$ cat src/rtl/mem_lsu_pkg.sv
// Shared load/store opcode codes, FSM state type and opcode decode helpers
// for the mem_lsu MEM stage.
package mem_lsu_pkg;

    localparam int unsigned LSOP_W = 4;

    localparam logic [LSOP_W-1:0] LSOP_NONE = 4'd0;
    localparam logic [LSOP_W-1:0] LSOP_LB   = 4'd1;
    localparam logic [LSOP_W-1:0] LSOP_LH   = 4'd2;
    localparam logic [LSOP_W-1:0] LSOP_LW   = 4'd3;
    localparam logic [LSOP_W-1:0] LSOP_LBU  = 4'd4;
    localparam logic [LSOP_W-1:0] LSOP_LHU  = 4'd5;
    localparam logic [LSOP_W-1:0] LSOP_SB   = 4'd6;
    localparam logic [LSOP_W-1:0] LSOP_SH   = 4'd7;
    localparam logic [LSOP_W-1:0] LSOP_SW   = 4'd8;

    localparam logic WRITE_DISABLE = 1'b0;
    localparam logic WRITE_ENABLE  = 1'b1;

    typedef enum logic [1:0] {
        ST_IDLE,
        ST_XFER,
        ST_LAST,
        ST_DONE
    } lsu_state_e;

    function automatic logic is_load(input logic [LSOP_W-1:0] op);
        return (op == LSOP_LB) || (op == LSOP_LH) || (op == LSOP_LW) ||
               (op == LSOP_LBU) || (op == LSOP_LHU);
    endfunction

    function automatic logic is_store(input logic [LSOP_W-1:0] op);
        return (op == LSOP_SB) || (op == LSOP_SH) || (op == LSOP_SW);
    endfunction

    // Unknown codes report 0 bytes and are treated like LSOP_NONE.
    function automatic logic [2:0] op_bytes(input logic [LSOP_W-1:0] op);
        logic [2:0] n;
        case (op)
            LSOP_LB, LSOP_LBU, LSOP_SB: n = 3'd1;
            LSOP_LH, LSOP_LHU, LSOP_SH: n = 3'd2;
            LSOP_LW, LSOP_SW:           n = 3'd4;
            default:                    n = 3'd0;
        endcase
        return n;
    endfunction

endpackage

$ cat src/rtl/mem_lsu_load_ext.sv
// Load result extension: turns the byte assembly register into the
// sign/zero-extended 32-bit writeback value for the given load opcode.
module lsu_load_ext
    import mem_lsu_pkg::*;
(
    input  logic [31:0]       raw,
    input  logic [LSOP_W-1:0] lsop,
    output logic [31:0]       result
);

    always_comb begin
        result = '0;
        case (lsop)
            LSOP_LB:  result = {{24{raw[7]}}, raw[7:0]};
            LSOP_LBU: result = {24'd0, raw[7:0]};
            LSOP_LH:  result = {{16{raw[15]}}, raw[15:0]};
            LSOP_LHU: result = {16'd0, raw[15:0]};
            LSOP_LW:  result = raw;
            default:  result = '0;
        endcase
    end

endmodule

$ cat src/rtl/mem_lsu.sv
// MEM stage: ALU results pass straight to MEM/WB; loads/stores run byte-serially
// over a granted 8-bit RAM port. Optional feature macro: MEM_MISALIGN_CHK_EN.
module mem_lsu
    import mem_lsu_pkg::*;
#(
    parameter int unsigned ADDR_W = 32,
    parameter int unsigned DATA_W = 32
) (
    input  logic              clk,
    input  logic              rst,
    input  logic [4:0]        mem_wd_i,
    input  logic              mem_wreg_i,
    input  logic [DATA_W-1:0] mem_wdata_i,
    input  logic [LSOP_W-1:0] mem_lsop_i,
    input  logic [ADDR_W-1:0] mem_addr_i,
    input  logic [DATA_W-1:0] mem_sdata_i,
    output logic [4:0]        wb_wd_o,
    output logic              wb_wreg_o,
    output logic [DATA_W-1:0] wb_wdata_o,
    output logic              stallreq_o,
    output logic              ram_req_o,
    output logic              ram_we_o,
    output logic [ADDR_W-1:0] ram_a_o,
    output logic [7:0]        ram_dout_o,
    input  logic [7:0]        ram_din_i,
    input  logic              ram_gnt_i
`ifdef MEM_MISALIGN_CHK_EN
    ,
    output logic              misalign_o
`endif
);

    lsu_state_e        state, state_nxt;
    logic [1:0]        k, k_nxt;
    logic [DATA_W-1:0] asm_q;
    logic              cap_pend;
    logic [1:0]        cap_lane;
    logic              load_op, store_op, mem_op, last_byte;
    logic              misaligned, mis_done;
    logic [2:0]        nbytes;
    logic [DATA_W-1:0] ext_data;
    logic [DATA_W-1:0] sdata_sh;

    assign load_op   = is_load(mem_lsop_i);
    assign store_op  = is_store(mem_lsop_i);
    assign mem_op    = load_op || store_op;
    assign nbytes    = op_bytes(mem_lsop_i);
    assign last_byte = ({1'b0, k} == (nbytes - 3'd1));
    assign sdata_sh  = mem_sdata_i >> {k, 3'b000};

    assign ram_a_o    = mem_addr_i + ADDR_W'(k);
    assign ram_dout_o = sdata_sh[7:0];

`ifdef MEM_MISALIGN_CHK_EN
    logic mis_q;

    assign misaligned = ((nbytes == 3'd2) && mem_addr_i[0]) ||
                        ((nbytes == 3'd4) && (mem_addr_i[1:0] != 2'b00));
    assign mis_done   = mis_q;
    assign misalign_o = rst && (state == ST_DONE) && mis_q;

    // Set only on the IDLE->DONE shortcut, so it is live exactly in that DONE cycle.
    always_ff @(posedge clk) begin
        if (!rst) begin
            mis_q <= 1'b0;
        end else begin
            mis_q <= (state == ST_IDLE) && mem_op && misaligned;
        end
    end
`else
    assign misaligned = 1'b0;
    assign mis_done   = 1'b0;
`endif

    lsu_load_ext u_load_ext (
        .raw    (asm_q),
        .lsop   (mem_lsop_i),
        .result (ext_data)
    );

    always_ff @(posedge clk) begin
        if (!rst) begin
            state    <= ST_IDLE;
            k        <= '0;
            asm_q    <= '0;
            cap_pend <= 1'b0;
            cap_lane <= '0;
        end else begin
            state    <= state_nxt;
            k        <= k_nxt;
            cap_pend <= (state == ST_XFER) && ram_gnt_i && load_op;
            cap_lane <= k;
            // Read data trails its grant by one cycle; the lane is remembered with it.
            if (state == ST_IDLE) begin
                asm_q <= '0;
            end else if (cap_pend) begin
                asm_q[{cap_lane, 3'b000} +: 8] <= ram_din_i;
            end
        end
    end

    always_comb begin
        state_nxt  = state;
        k_nxt      = k;
        stallreq_o = 1'b0;
        ram_req_o  = 1'b0;
        ram_we_o   = 1'b0;
        wb_wd_o    = '0;
        wb_wreg_o  = WRITE_DISABLE;
        wb_wdata_o = '0;
        case (state)
            ST_IDLE: begin
                if (mem_op) begin
                    stallreq_o = 1'b1;
                    k_nxt      = '0;
                    state_nxt  = misaligned ? ST_DONE : ST_XFER;
                end else begin
                    wb_wd_o    = mem_wd_i;
                    wb_wreg_o  = mem_wreg_i;
                    wb_wdata_o = mem_wdata_i;
                end
            end
            ST_XFER: begin
                stallreq_o = 1'b1;
                ram_req_o  = 1'b1;
                ram_we_o   = store_op;
                if (ram_gnt_i) begin
                    if (last_byte) begin
                        state_nxt = load_op ? ST_LAST : ST_DONE;
                    end else begin
                        k_nxt = k + 2'd1;
                    end
                end
            end
            ST_LAST: begin
                stallreq_o = 1'b1;
                state_nxt  = ST_DONE;
            end
            ST_DONE: begin
                wb_wd_o    = mem_wd_i;
                wb_wreg_o  = (load_op && !mis_done) ? mem_wreg_i : WRITE_DISABLE;
                wb_wdata_o = mis_done ? '0 : ext_data;
                state_nxt  = ST_IDLE;
            end
            default: state_nxt = ST_IDLE;
        endcase
        // Outputs are quiet while reset is held so an aborted access issues no request.
        if (!rst) begin
            stallreq_o = 1'b0;
            ram_req_o  = 1'b0;
            ram_we_o   = 1'b0;
            wb_wd_o    = '0;
            wb_wreg_o  = WRITE_DISABLE;
            wb_wdata_o = '0;
        end
    end

endmodule
$ cat config.mk
export PLATFORM = sky130hd
export DESIGN_NAME = mem_lsu
export DESIGN_NICKNAME = d
export VERILOG_FILES = /design/src/rtl/mem_lsu_pkg.sv /design/src/rtl/mem_lsu_load_ext.sv /design/src/rtl/mem_lsu.sv
export SDC_FILE = /design/constraint.sdc
export NUM_CORES = 1
export LEC_CHECK = 0
export CAP_MARGIN = 5
export CORE_MARGIN = 2
export CORE_UTILIZATION = 35
export DETAILED_ROUTE_END_ITERATION = 8
export PLACE_DENSITY = 0.79
export SLEW_MARGIN = 20
export SYNTH_ARGS = -nofsm -noshare
export SYNTH_HDL_FRONTEND = slang
export SYNTH_SLANG_ARGS = --single-unit
$ cat constraint.sdc
create_clock -name clk -period 3.3 [get_ports clk]
set_clock_uncertainty 0.2 [all_clocks]
set_input_delay 0.66 -clock clk [delete_from_list [all_inputs] [get_ports clk]]
set_output_delay 0.66 -clock clk [all_outputs]
set_load 0.1 [all_outputs]
==> summary.txt <==
Outcome
  – Status: complete, but fails checks
  – Failing checks: setup timing

Floorplan
  – I/O pin count: approximately 200
  – Die Ht: 101 um
  – Rows: 35
  – Core area: 0.00920 mm^2
  – Die Span X: 101 um
  – Initial core utilization: a little over a third
  – Die ar.: 0.0102 mm^2

Place
  – I/O Buffers: 197
  – Placed Cells: around 810
  – DPL Wire Length: 12.3 mm
  – Final GP Congestion: 0.872

Critical path
  – Worst EP required: 2.44 ns
  – Crit Reg-Reg Startpoint: state[0]
  – Crit path buffers/inverters: 2
  – Worst flop-to-flop path endpoint: state[0]
  – CP Capture Type: primary output
  – CP max stage delay: 0.61 ns
  – CP max-delay cell: or4_4
  – CP delay by family, top: simple AND/OR/NAND/NOR gates
  – Cell breakdown of the critical path: dlygate4sd2_1, nand2_1, or3_1, or4_4, nor2_4, xor2_4, buf_12
  – CP Max Fanout: 4
  – Crit Path Class: input pin to primary output
  – CP startpoint kind: input pin
  – Reg2reg path depth: 9
  – Worst EP arrival: 2.72 ns
  – Worst R2R Setup Slack: ~0.94 ns

Yosys
  – Yosys cell types: 50
  – Ys flop type: dfxtp_1
  – Adder-Cell Fraction of Synth Area: 5.18%
  – Synth Area in Simple Gates: 29.6%
  – Synth warn: 0
  – Post-synth EDFFs: 0
  – Main combinational cell family by area after synthesis: simple AND/OR/NAND/NOR gates
  – Syn avg cell area: 7.46 um^2
  – Synth Area in XOR/XNOR: between 8 and 9%
  – Fraction of registers with async set or reset after synthesis: 0%
  – Mapped Area: 0.00329 mm^2
  – Register area share after synthesis: 23.7%
  – Synth Area in Compound Gates: 22.4%
  – Multiplexer share of the synthesized area: 6.09%
  – Synth Instances: ~440
  – Yosys reg bits: 39
  – Synthesized Nets: 571

Pwr
  – Max VDD drop: 0.647 mV
  – Reg power frac: 13.6%
  – PwrDens: 464 mW/mm^2
  – Internal Dissipation: 1780 uW
  – Logic pwr share: 75.0%
  – Sw Ratio: 52.2%
  – Clk network pwr share: 11.4%
  – Psw: 1950 uW
  – P_leak: 0.00316 uW

Layout
  – Area delta synth->final: 145%
  – Storage cell area: a little under 800 um^2
  – Fin nets: 854
  – Finished Layout Cells: ~840
  – Layout cells sized above 1: 45.8%
  – Footprint of the multi-input gates: 0.00340 mm^2
  – Fill cells: 409

Routing
  – Via-to-Cell Ratio: roughly 5.8
  – Initial DRC count: 390
  – Final ANT Viol Nets: 0
  – Detailed-route DRC error count: 0
  – WL final: approximately 18 mm
  – Avg WL per Cell: 21.3 um
  – DR pass1 iterations: 6
  – Vias: 4881

Worst hold path
  – WHS Path Cells: 2
  – Hold worst-path end: asm_q[25]
  – Worst Hold Launch: asm_q[25]
  – Min-Delay Path Class: flip-flop to flip-flop

STA
  – Final setup fails: 12
  – RSZ-0062 raised after global routing: true
  – Minimum clock period: 3.58 ns
  – Max Clk Rate: 0.279 GHz
  – Relative slew slack: around 50%
  – Hold_ws: 0.327 ns
  – Fin crit share: 109%
  – Slew Viols, Final: 0
  – Final Hold Vio Count: 0
  – Tightest Pin Transition: approximately 0.75 ns
  – Setup WS post-layout: -0.282 ns

Clock network
  – Clock root cell: clkbuf_8
  – CTS Sinks: 39
  – Clock latency on the worst-skew pair: 0.30 ns
  – CTS Buf Count: 5
  – CTS tree: done
  – Clock-pin transition on the worst setup and hold timing paths: 0.08 ns
  – Hold Buf Count CTS: 0
  – Maximum level of the CTS H-tree: 2
  – CTS max path bufs: 2

GRT
  – Largest net degree at the start of global routing: 33
  – Vias in the first global route: slightly below 5000
  – Global-route wire length before repair: 25.2 mm
  – GRT Residual Overflow: 0
  – Antenna violations before repair: 1
  – Total track usage: 31.4%

Job
  – Max Cap Viol: 0
state kept, by name, indices dropped and copies added, names as in the netlist:
register and flops:
cap_pend 1, cap_lane 2, state 2, asm_q 32
k 2
worst max-delay path by stage:
stage              startpoint             to  slack [ns]  cells past startpoint
5_1_grt         mem_addr_i[0]    ram_a_o[30]       -0.29                     10
2_1_floorplan   mem_lsop_i[1]  wb_wdata_o[0]       -0.45                      6
3_3_place_gp    mem_addr_i[0]    ram_a_o[26]       -0.61                     10
3_5_place_dp    mem_addr_i[0]    ram_a_o[28]       -0.67                     10
6_report       mem_addr_i[12]    ram_a_o[30]       -0.28                      7
4_1_cts         mem_addr_i[0]    ram_a_o[28]       -0.31                     10
routing by layer:
| metal | vias up | share of wire (%) | track usage [%] |
|---|---|---|---|
| li1 | 2136 | - | - |
| met1 | 2350 | 33 | 32.6 |
| met2 | 310 | 53 | 59.7 |
| met3 | 85 | 8.2 | 6.66 |
| met4 | 0 | 6.4 | 14.9 |
| met5 | - | 0 | 0 |
repair_timing:
action / in CTS / in global routing
cloned: 0 / 1
gates resized for setup: 51 / 41
setup endpoints to repair: 68 / 46
pin swaps: 25 / 21
setup buffers: 9 / 7
worst register-to-register path: cells and delay by family (launching register included):
family,cells,cell delay [ns]
and+or+nand+nor,2,0.43
buffers and inverters,3,0.42
AOI/OAI and AO/OA,2,0.41
DFF,1,0.39
adders and majority gates,1,0.31
muxes,1,0.08
power groups by stage:
stage	Sequential [uW]	Combinational [uW]	Clock (uW)
finish	506	2800	426
global route	509	2900	445
CTS	506	2760	422
detailed placement	516	2720	0
global placement	516	2670	0
floorplan	512	1640	0
synth_stat cells, drive strengths merged (2+ instances only):
library cell  instances  area, um^2
o21ai                 3        15.0
nor3b                 3        22.5
nor2                 78         293
nor4bb                2        20.0
or3                   5        31.3
nand2b                4        25.0
nand3b                5        37.5
clkbuf               17        63.8
xnor2                20         175
inv                  12        45.0
xor2                 12         105
and4                  3        26.3
nor2b                 4        25.0
a22oi                40         300
nor3                  6        35.0
dfxtp                39         781
mux4                  8         180
buf                   9        36.3
a2bb2oi               8        70.1
a31oi                 2        12.5
nor4                  5        31.3
a21oi                47         235
nand4                 5        31.3
and2                  9        56.3
nand2                41         154
and3                  7        43.8
o21a                  2        15.0
and3b                 2        17.5
ha                   12         150
or3b                  2        17.5
nand3                12        60.1
mux2i                 2        20.0
nor4b                 2        23.8
through the flow:
stage | util, % | instance area [um^2] | TNS, ns | power, uW | setup slack, ns
finish | 87.5 | 8050 | -1.29 | 3740 | -0.282
detailed placement | 82.7 | 7610 | -20.66 | 3240 | -0.671
global route | 87.5 | 8050 | -2.53 | 3850 | -0.290
floorplan | - | 4140 | -3.73 | 2160 | -0.449
CTS | 85.9 | 7900 | -1.98 | 3690 | -0.308
global placement | 82.7 | 7610 | -16.97 | 3180 | -0.612
layout by cell type, fill, tap and decap left out, types with 8 or more instances in the layout:
cell | Yosys | routed
ha_1 | 12 | 10
buf_4 | 0 | 99
a21oi_1 | 47 | 41
inv_1 | 12 | 10
xnor2_4 | 0 | 14
a22oi_1 | 40 | 40
buf_6 | 0 | 9
buf_12 | 0 | 78
xor2_4 | 0 | 10
dfxtp_1 | 39 | 37
mux4_2 | 8 | 8
nor2_4 | 0 | 33
nand2_1 | 41 | 36
clkdlybuf4s50_1 | 0 | 92
dlymetal6s2s_1 | 0 | 11
nor2_1 | 78 | 39
a2bb2oi_1 | 8 | 8
final cells by class:
| type | count | share of cell area, % |
|---|---|---|
| clock inverter | 2 | 0.435 |
| inverter | 12 | 0.560 |
| multi-input combinational | 364 | 42.2 |
| antenna | 1 | 0.0311 |
| clock buffer | 6 | 1.03 |
| timing repair buffer | 302 | 44.3 |
| tap | 111 | 1.73 |
| sequential | 39 | 9.73 |
logic make-up (layout without fill, tap and decap cells):
family,after synthesis,after routing
other,0,1
multiplexers,10,10
AND/OR/NAND/NOR,198,198
AO/OA/AOI/OAI,111,111
XOR/XNOR,32,32
flip-flops,39,39
adder cells (fa/ha/maj),13,13
buffers and inverters,38,322
Note: power is estimated with default switching activity, not from simulation.
